`src/rtl/mem_arbiter_if.sv`:
```
// Bundle of the instruction-cache, data-cache and main-memory ports around mem_arbiter.
// The slave modport is the arbiter's view; master is the view of the caches and memory.
interface mem_arbiter_if;
    logic        icache_re;
    logic [31:0] icache_addr;
    logic        icache_req_ready;
    logic        icache_resp_valid;
    logic [31:0] icache_dout;

    logic        dcache_re;
    logic [3:0]  dcache_we;
    logic [31:0] dcache_addr;
    logic [31:0] dcache_din;
    logic        dcache_req_ready;
    logic        dcache_resp_valid;
    logic [31:0] dcache_dout;

    logic        mem_req_valid;
    logic        mem_req_ready;
    logic        mem_req_rw;
    logic [31:0] mem_req_addr;
    logic [31:0] mem_req_data;
    logic [3:0]  mem_req_mask;
    logic        mem_resp_valid;
    logic [31:0] mem_resp_data;

    modport slave (
        input  icache_re, icache_addr,
        output icache_req_ready, icache_resp_valid, icache_dout,
        input  dcache_re, dcache_we, dcache_addr, dcache_din,
        output dcache_req_ready, dcache_resp_valid, dcache_dout,
        output mem_req_valid, mem_req_rw, mem_req_addr, mem_req_data, mem_req_mask,
        input  mem_req_ready, mem_resp_valid, mem_resp_data
    );

    modport master (
        output icache_re, icache_addr,
        input  icache_req_ready, icache_resp_valid, icache_dout,
        output dcache_re, dcache_we, dcache_addr, dcache_din,
        input  dcache_req_ready, dcache_resp_valid, dcache_dout,
        input  mem_req_valid, mem_req_rw, mem_req_addr, mem_req_data, mem_req_mask,
        output mem_req_ready, mem_resp_valid, mem_resp_data
    );
endinterface

```
`src/rtl/mem_arbiter.sv`:
```
// Two-client (icache/dcache) arbiter in front of a single-outstanding main memory port.
// Simultaneous requests are both captured; the loser is issued right after the winner.
module mem_arbiter #(
    parameter bit DPRIO = 1'b1
) (
    input  logic         clk,
    input  logic         reset,
    mem_arbiter_if.slave bus
);

    typedef enum logic [1:0] {IDLE, ISSUE, WAIT} state_t;
    localparam logic [31:0] NOP = 32'h0000_0013;

    state_t      state_q, state_d;
    logic        i_pend_q, i_pend_d, d_pend_q, d_pend_d;
    logic        cur_q, cur_d;
    logic        rr_q, rr_d;
    logic        i_rv_q, i_rv_d, d_rv_q, d_rv_d;
    logic [31:0] i_dout_q, i_dout_d, d_dout_q, d_dout_d;
    logic [31:0] i_addr_q, i_addr_d, d_addr_q, d_addr_d, d_data_q, d_data_d;
    logic [3:0]  d_mask_q, d_mask_d;
    logic        d_wr_q, d_wr_d;
    logic        accept, i_acc, d_acc, d_wr_in, done, win;

    always_comb begin
        state_d  = state_q;
        i_pend_d = i_pend_q;
        d_pend_d = d_pend_q;
        cur_d    = cur_q;
        rr_d     = rr_q;
        i_rv_d   = 1'b0;
        d_rv_d   = 1'b0;
        i_dout_d = i_dout_q;
        d_dout_d = d_dout_q;
        i_addr_d = i_addr_q;
        d_addr_d = d_addr_q;
        d_data_d = d_data_q;
        d_mask_d = d_mask_q;
        d_wr_d   = d_wr_q;
        done     = 1'b0;
        win      = 1'b0;

        accept  = (state_q == IDLE) && !i_pend_q && !d_pend_q;
        d_wr_in = |bus.dcache_we;
        i_acc   = accept && bus.icache_re;
        d_acc   = accept && (bus.dcache_re || d_wr_in);

        case (state_q)
            IDLE: begin
                if (i_acc) i_addr_d = bus.icache_addr;
                if (d_acc) begin
                    d_addr_d = bus.dcache_addr;
                    d_data_d = bus.dcache_din;
                    d_mask_d = bus.dcache_we;
                    d_wr_d   = d_wr_in;
                end
                // cur/win: 0 selects icache, 1 selects dcache
                if (i_acc && d_acc) begin
                    win      = DPRIO ? 1'b1 : rr_q;
                    rr_d     = DPRIO ? rr_q : ~rr_q;
                    cur_d    = win;
                    i_pend_d = win;
                    d_pend_d = ~win;
                    state_d  = ISSUE;
                end else if (i_acc || d_acc) begin
                    cur_d   = d_acc;
                    state_d = ISSUE;
                end
            end
            ISSUE: begin
                if (bus.mem_req_ready) begin
                    if (cur_q && d_wr_q) done = 1'b1;
                    else                 state_d = WAIT;
                end
            end
            WAIT: begin
                if (bus.mem_resp_valid) begin
                    if (cur_q) begin
                        d_dout_d = bus.mem_resp_data;
                        d_rv_d   = 1'b1;
                    end else begin
                        i_dout_d = bus.mem_resp_data;
                        i_rv_d   = 1'b1;
                    end
                    done = 1'b1;
                end
            end
            default: state_d = IDLE;
        endcase

        // A captured loser goes straight to ISSUE, bypassing the accepting IDLE.
        if (done) begin
            if (i_pend_q) begin
                cur_d    = 1'b0;
                i_pend_d = 1'b0;
                state_d  = ISSUE;
            end else if (d_pend_q) begin
                cur_d    = 1'b1;
                d_pend_d = 1'b0;
                state_d  = ISSUE;
            end else begin
                state_d  = IDLE;
            end
        end
    end

    always_ff @(posedge clk) begin
        if (reset) begin
            state_q  <= IDLE;
            i_pend_q <= 1'b0;
            d_pend_q <= 1'b0;
            cur_q    <= 1'b0;
            rr_q     <= 1'b0;
            i_rv_q   <= 1'b0;
            d_rv_q   <= 1'b0;
            i_dout_q <= NOP;
            d_dout_q <= NOP;
        end else begin
            state_q  <= state_d;
            i_pend_q <= i_pend_d;
            d_pend_q <= d_pend_d;
            cur_q    <= cur_d;
            rr_q     <= rr_d;
            i_rv_q   <= i_rv_d;
            d_rv_q   <= d_rv_d;
            i_dout_q <= i_dout_d;
            d_dout_q <= d_dout_d;
        end
    end

    always_ff @(posedge clk) begin
        i_addr_q <= i_addr_d;
        d_addr_q <= d_addr_d;
        d_data_q <= d_data_d;
        d_mask_q <= d_mask_d;
        d_wr_q   <= d_wr_d;
    end

    assign bus.icache_req_ready  = accept && !reset;
    assign bus.dcache_req_ready  = accept && !reset;
    assign bus.icache_resp_valid = i_rv_q;
    assign bus.dcache_resp_valid = d_rv_q;
    assign bus.icache_dout       = i_dout_q;
    assign bus.dcache_dout       = d_dout_q;

    // Request fields come from holding registers, so they cannot move during a stall.
    assign bus.mem_req_valid = (state_q == ISSUE) && !reset;
    assign bus.mem_req_rw    = cur_q && d_wr_q;
    assign bus.mem_req_addr  = cur_q ? d_addr_q : i_addr_q;
    assign bus.mem_req_data  = cur_q ? d_data_q : 32'h0;
    assign bus.mem_req_mask  = cur_q ? d_mask_q : 4'h0;

endmodule

```
`src/flat_wrapper.sv`:
```
// flat-port wrapper written by rule: the top's interface ports become plain ports
module mem_arbiter_flat 
#(
    parameter bit DPRIO = 1'b1
)
  (clk, reset, bus_icache_re, bus_icache_addr, bus_icache_req_ready, bus_icache_resp_valid, bus_icache_dout, bus_dcache_re, bus_dcache_we, bus_dcache_addr, bus_dcache_din, bus_dcache_req_ready, bus_dcache_resp_valid, bus_dcache_dout, bus_mem_req_valid, bus_mem_req_rw, bus_mem_req_addr, bus_mem_req_data, bus_mem_req_mask, bus_mem_req_ready, bus_mem_resp_valid, bus_mem_resp_data);
  mem_arbiter_if bus_i ();
  input  logic clk;
  input  logic reset;
  input wire logic [$bits(bus_i.icache_re)-1:0] bus_icache_re;
  input wire logic [$bits(bus_i.icache_addr)-1:0] bus_icache_addr;
  output wire logic [$bits(bus_i.icache_req_ready)-1:0] bus_icache_req_ready;
  output wire logic [$bits(bus_i.icache_resp_valid)-1:0] bus_icache_resp_valid;
  output wire logic [$bits(bus_i.icache_dout)-1:0] bus_icache_dout;
  input wire logic [$bits(bus_i.dcache_re)-1:0] bus_dcache_re;
  input wire logic [$bits(bus_i.dcache_we)-1:0] bus_dcache_we;
  input wire logic [$bits(bus_i.dcache_addr)-1:0] bus_dcache_addr;
  input wire logic [$bits(bus_i.dcache_din)-1:0] bus_dcache_din;
  output wire logic [$bits(bus_i.dcache_req_ready)-1:0] bus_dcache_req_ready;
  output wire logic [$bits(bus_i.dcache_resp_valid)-1:0] bus_dcache_resp_valid;
  output wire logic [$bits(bus_i.dcache_dout)-1:0] bus_dcache_dout;
  output wire logic [$bits(bus_i.mem_req_valid)-1:0] bus_mem_req_valid;
  output wire logic [$bits(bus_i.mem_req_rw)-1:0] bus_mem_req_rw;
  output wire logic [$bits(bus_i.mem_req_addr)-1:0] bus_mem_req_addr;
  output wire logic [$bits(bus_i.mem_req_data)-1:0] bus_mem_req_data;
  output wire logic [$bits(bus_i.mem_req_mask)-1:0] bus_mem_req_mask;
  input wire logic [$bits(bus_i.mem_req_ready)-1:0] bus_mem_req_ready;
  input wire logic [$bits(bus_i.mem_resp_valid)-1:0] bus_mem_resp_valid;
  input wire logic [$bits(bus_i.mem_resp_data)-1:0] bus_mem_resp_data;
  assign bus_i.icache_re = bus_icache_re;
  assign bus_i.icache_addr = bus_icache_addr;
  assign bus_icache_req_ready = bus_i.icache_req_ready;
  assign bus_icache_resp_valid = bus_i.icache_resp_valid;
  assign bus_icache_dout = bus_i.icache_dout;
  assign bus_i.dcache_re = bus_dcache_re;
  assign bus_i.dcache_we = bus_dcache_we;
  assign bus_i.dcache_addr = bus_dcache_addr;
  assign bus_i.dcache_din = bus_dcache_din;
  assign bus_dcache_req_ready = bus_i.dcache_req_ready;
  assign bus_dcache_resp_valid = bus_i.dcache_resp_valid;
  assign bus_dcache_dout = bus_i.dcache_dout;
  assign bus_mem_req_valid = bus_i.mem_req_valid;
  assign bus_mem_req_rw = bus_i.mem_req_rw;
  assign bus_mem_req_addr = bus_i.mem_req_addr;
  assign bus_mem_req_data = bus_i.mem_req_data;
  assign bus_mem_req_mask = bus_i.mem_req_mask;
  assign bus_i.mem_req_ready = bus_mem_req_ready;
  assign bus_i.mem_resp_valid = bus_mem_resp_valid;
  assign bus_i.mem_resp_data = bus_mem_resp_data;
  mem_arbiter #(.DPRIO(DPRIO)) u_core (.clk(clk), .reset(reset), .bus(bus_i));
endmodule
```
`config.mk`:
```
export PLATFORM = sky130hd
export DESIGN_NAME = mem_arbiter_flat
export DESIGN_NICKNAME = d
export VERILOG_FILES = /design/src/rtl/mem_arbiter_if.sv /design/src/rtl/mem_arbiter.sv /design/src/flat_wrapper.sv
export SDC_FILE = /design/constraint.sdc
export NUM_CORES = 1
export LEC_CHECK = 0
export ABC_AREA = 1
export CAP_MARGIN = 20
export CORE_MARGIN = 2
export CORE_UTILIZATION = 30
export CTS_BUF_LIST = sky130_fd_sc_hd__clkbuf_16
export DETAILED_ROUTE_END_ITERATION = 10
export PLACE_DENSITY = 0.67
export RECOVER_POWER = 25
export SETUP_SLACK_MARGIN = 0.5
export SYNTH_ARGS = -nofsm -noshare
export SYNTH_HDL_FRONTEND = slang
export SYNTH_SLANG_ARGS = --single-unit
```
`constraint.sdc`:
```
create_clock -name clk -period 4.7 [get_ports clk]
set_input_delay 0.94 -clock clk [delete_from_list [all_inputs] [get_ports clk]]
set_output_delay 0.94 -clock clk [all_outputs]
set_load 0.005 [all_outputs]
```
After elaboration in Yosys (flattened, before gate mapping)

Cells that the tools add are included.

Register bits after elaboration: 172
Logic and storage cells: 75
Output and inout bits: 138
Input port bits: 138

Equality and inequality tests: 6
Reductions and logical operators: 21
Mux-type cells: 32
Bitwise operators: 3

Operators by type and width:

| cell               | count |
|---|---|
| $mux 32            | 2 |
| $mux 1             | 21 |
| $mux 2             | 6 |
| $logic_and 1x1->1  | 8 |
| $ne 3x2->1 const B | 2 |
| $pmux 2 s3         | 1 |
| $reduce_and 3->1   | 2 |
| $mux 4             | 1 |
| $ne 4x3->1 const B | 1 |
| $reduce_and 2->1   | 2 |
| $reduce_and 4->1   | 1 |
| $reduce_or 4->1    | 1 |
| $logic_not 1->1    | 3 |
| $not 1->1          | 3 |
| $reduce_or 3->1    | 1 |
| $eq 2x1->1 const B | 1 |
| $eq 2x2->1 const B | 1 |
| $logic_not 2->1    | 1 |
| $logic_or 1x1->1   | 2 |
| $ne 2x1->1 const B | 1 |
| $pmux 1 s2         | 1 |

Depth between registers and ports, before layout

Depth after elaboration: 11
Gate-level depth with buffers: 10
Mapped depth without buffers: 10

Worst setup path before layout

OpenSTA, ideal clock, no wires.

Kind: in2reg
From: input port bus_dcache_we[1]
To: register u_core.d_addr_q[0] (enable)
Data required time: 4277 ps
Setup time: 423 ps
Stages on the path: 4
Buffers on the path: 0
Data arrival time: 2520 ps
Slack: 1757 ps
Cell sequence: nor2_1 nand3b_1 nand2_1 inv_1

Word-level cells in the longest chain between the ends: 4

Ends and longest elaborated chain:

| element                    | line               | text |
|---|---|---|
| from (decl)                | flat_wrapper.sv:16 | `input wire logic [$bits(bus_i.dcache_we)-1:0] bus_dcache_we;` |
| $reduce_or 4->1            | mem_arbiter.sv:44  | `d_wr_in = \|bus.dcache_we;` |
| $logic_or 1x1->1           | mem_arbiter.sv:46  | `d_acc = accept && (bus.dcache_re \|\| d_wr_in);` |
| $logic_and 1x1->1          | mem_arbiter.sv:46  |  |
| $reduce_and 2->1 (no line) | -                  |  |
| to (signal assigned)       | mem_arbiter.sv:133 | `d_addr_q <= d_addr_d;` |
| to (decl)                  | mem_arbiter.sv:20  | `logic [31:0] i_addr_q, i_addr_d, d_addr_q, d_addr_d, d_data_q, d_data_d;` |

Every way passes these cells.
A chain may end at the register's enable or synchronous reset.

Final worst setup path

From: input port reset
To: output port bus_dcache_req_ready

Word-level cells in the longest chain between the ends: 2

Ends and longest elaborated chain:

| element           | line               | text |
|---|---|---|
| from (decl)       | flat_wrapper.sv:9  | `input logic reset;` |
| $logic_not 1->1   | mem_arbiter.sv:140 | `assign bus.dcache_req_ready = accept && !reset;` |
| $logic_and 1x1->1 | mem_arbiter.sv:140 |  |
| to (decl)         | flat_wrapper.sv:19 | `output wire logic [$bits(bus_i.dcache_req_ready)-1:0] bus_dcache_req_ready;` |

Every way passes these cells.

==> run metrics <==
number of nets produced by synthesis roughly 770; sequential share of the synthesized area 0.698; most frequent CP cell sky130_fd_sc_hd__clkdlybuf4s50_1; Final setup viols 0; final weighted congestion in routability-driven placement roughly 0.76; die outline area between 20000 and 25000 um^2; Buffers on Ports about 280; number of buffers added to fix hold violations after cts 0; count of pins over their slew limit 0; clock period minus worst slack around 3100 ps; clk_lat worst skew around 440 ps; area of the mapped netlist 6380 um^2; unrepaired setup endpoints after global routing no; worst endpoint data arrival time ~2200 ps; Power per Cell Area 519 nW/um^2; all-layer global routing usage 0.159; clock tree skew after final layout between 20 and 25 ps; total congestion overflow 0; run status finished clean; Area growth syn-to-layout 56.9%; post-DR vias/cell between 4 and 5; proportion of layout cells with a drive suffix above 1 0.0558; Max-Cap Viols 0; transition time at the pin with the least slew margin 995 ps; launching element type of the critical path input port; delay of the slowest cell on the worst path approximately 530 ps; CTS buffer count 17; Final #Nets 1044; Layout Utilization 0.478; slowest cell on the critical path sky130_fd_sc_hd__clkdlybuf4s50_1; violation count after the first detailed-route iteration 210; number of rows in the core area 53; crit path cell chain clkdlybuf4s50_1, nor2_1, clkdlybuf4s50_1; maximum buffer depth of the clock tree 2; Std-Cell Core Area around 21000 um^2; critical path type in2out; most common library cell in the layout ignoring fill and taps sky130_fd_sc_hd__clkdlybuf4s50_1; CTS sink cnt approximately 170; worst voltage drop across the vdd grid approximately 250 uV; period utilisation layout 0.663; total detailed-routing wirelength 18.1 mm; worst setup path startpoint reset; WL per Instance 15.2 um; worst max-slew margin expressed relative to the limit 0.335; cell count after synthesis 630; CTS tree yes; CP Capture Type output pin; worst hold start u_core.bus.icache_dout[0]$_SDFFE_PP1P_; count of TritonRoute iterations in the first routing pass 5; maximum net fanout on the critical path 5; worst reg2reg path startpoint u_core.state_q[1]$_SDFFE_PP0P_; Die Wd between 100 and 150 um; flip-flop and latch count after synthesis approximately 170; Worst Path Required about 3800 ps; leakage power total ~4.2 nW; antenna violations before repair 2; Worst Hold Class reg2reg; Avg Cell Area, Syn just over 10 um^2; Setup Total Neg Slack 0 ps; vias in the first global route between 5000 and 6000; post-route DRC violation count 0; number of hold violations in the final report 0; synth warn 0; wire length of the first global-routing pass between 20 and 30 mm; clock edge transition at the registers on the reported setup and hold paths 70 ps; largest net degree at the start of global routing between 70 and 80; post-detailed-route count of antenna-violating nets 0; total via count in the routed design around 5200; worst setup slack before clock tree synthesis between 1500 and 2000 ps; number of H-tree levels 4; Starting Density 0.305; CTS resizes 0; number of distinct library cells after synthesis 21; dpl hpwl around 12 mm; max frequency roughly 0.32 GHz; total setup buffers inserted after CTS 0; number of top-level design ports roughly 280; height of the chip between 100 and 150 um; final critical-path setup slack 1580 ps; most frequent cells in the layout sky130_fd_sc_hd__clkdlybuf4s50_1 (175), sky130_fd_sc_hd__nand2_1 (165), sky130_fd_sc_hd__nor2_1 (128); clock root buffer sky130_fd_sc_hd__clkbuf_16
==> logic make-up after synthesis <==
logic type / synth area share
DFF: 0.698
adders and majority gates: 0.00980
and+or+nand+nor: 0.188
buffers and inverters: 0.0522
AOI/OAI and AO/OA: 0.0520
==> metal layers <==
metal	global-route usage	routed length, um	up-vias
met5	0	13	-
met4	0.0443	226	2
met3	0.0668	1810	19
met2	0.266	8400	234
met1	0.186	7630	2415
li1	-	-	2557
==> critical path, delay by kind of cell <==
kind,cells,cell delay (ps)
AND/OR/NAND/NOR,1,190
buffers and inverters,2,1040
==> synth_stat cells <==
cell | n | area (um^2)
sky130_fd_sc_hd__clkbuf_1 | 14 | 52.6
sky130_fd_sc_hd__nand2_4 | 1 | 11.3
sky130_fd_sc_hd__nand3b_1 | 2 | 15.0
sky130_fd_sc_hd__nor2_4 | 2 | 22.5
sky130_fd_sc_hd__nor2_1 | 129 | 484
sky130_fd_sc_hd__buf_6 | 1 | 11.3
sky130_fd_sc_hd__inv_2 | 2 | 7.51
sky130_fd_sc_hd__o21ai_0 | 57 | 285
sky130_fd_sc_hd__nand2_1 | 165 | 619
sky130_fd_sc_hd__a21oi_1 | 4 | 20.0
sky130_fd_sc_hd__a21boi_0 | 1 | 7.51
sky130_fd_sc_hd__o21ai_2 | 1 | 8.76
sky130_fd_sc_hd__inv_1 | 47 | 176
sky130_fd_sc_hd__nand2_2 | 2 | 12.5
sky130_fd_sc_hd__ha_1 | 5 | 62.6
sky130_fd_sc_hd__nand3_1 | 7 | 35.0
sky130_fd_sc_hd__edfxtp_1 | 101 | 3030
sky130_fd_sc_hd__o21ai_1 | 2 | 10.0
sky130_fd_sc_hd__dfxtp_1 | 71 | 1420
sky130_fd_sc_hd__buf_4 | 2 | 15.0
sky130_fd_sc_hd__buf_2 | 14 | 70.1
==> report_power, final <==
group          total (mW)  switching, mW  internal (mW)
Clock                1.39          0.677          0.717
Sequential           2.17          0.110           2.06
Combinational        1.63          0.854          0.773
Total                5.19           1.64           3.55
==> flip-flops by register name, summed over array words and instances (netlist names), named ones only <==
signal                        count
u_core.bus.icache_dout           32
u_core.d_mask_q                   4
u_core.bus.dcache_resp_valid      1
u_core.state_q                    2
u_core.bus.dcache_dout           32
u_core.i_addr_q                  32
u_core.i_pend_q                   1
u_core.d_addr_q                  32
u_core.bus.icache_resp_valid      1
u_core.d_wr_q                     1
u_core.cur_q                      1
u_core.d_data_q                  32
==> worst paths after layout <==
check | to | slack [ps] | depth (start not counted)
max | bus_dcache_req_ready | 1580 | 3
min | u_core.bus.icache_dout[0]$_SDFFE_PP1P_ | 450 | 2
max reg2reg | u_core.d_data_q[28]$_DFFE_PP_ | 2360 | 7
min reg2reg | u_core.bus.icache_dout[0]$_SDFFE_PP1P_ | 450 | 2
==> through the flow <==
| step | area (um^2) | cells | power, mW | hold slack, ps |
|---|---|---|---|---|
| after floorplan | 6380 | 630 | 2.91 | 434 |
| after global placement | 9390 | 1156 | 3.84 | 439 |
| after detailed placement | 9420 | 1157 | 3.88 | 441 |
| after CTS | 10000 | 1189 | 5.29 | 459 |
| after global routing | 10000 | 1190 | 5.49 | 489 |
| final | 10000 | 1190 | 5.19 | 455 |
==> final cells by class <==
type                            instances  area, um^2
Sequential cell                       172        4460
Antenna cell                            1        2.50
Clock buffer                           17         425
Timing Repair Buffer                  283        2830
Clock inverter                         15         165
Tap cell                              275         344
Inverter                               49         184
Multi-Input combinational cell        378        1600
Fill cell                            1963       10900
Note: power is estimated with default switching activity, not from simulation.
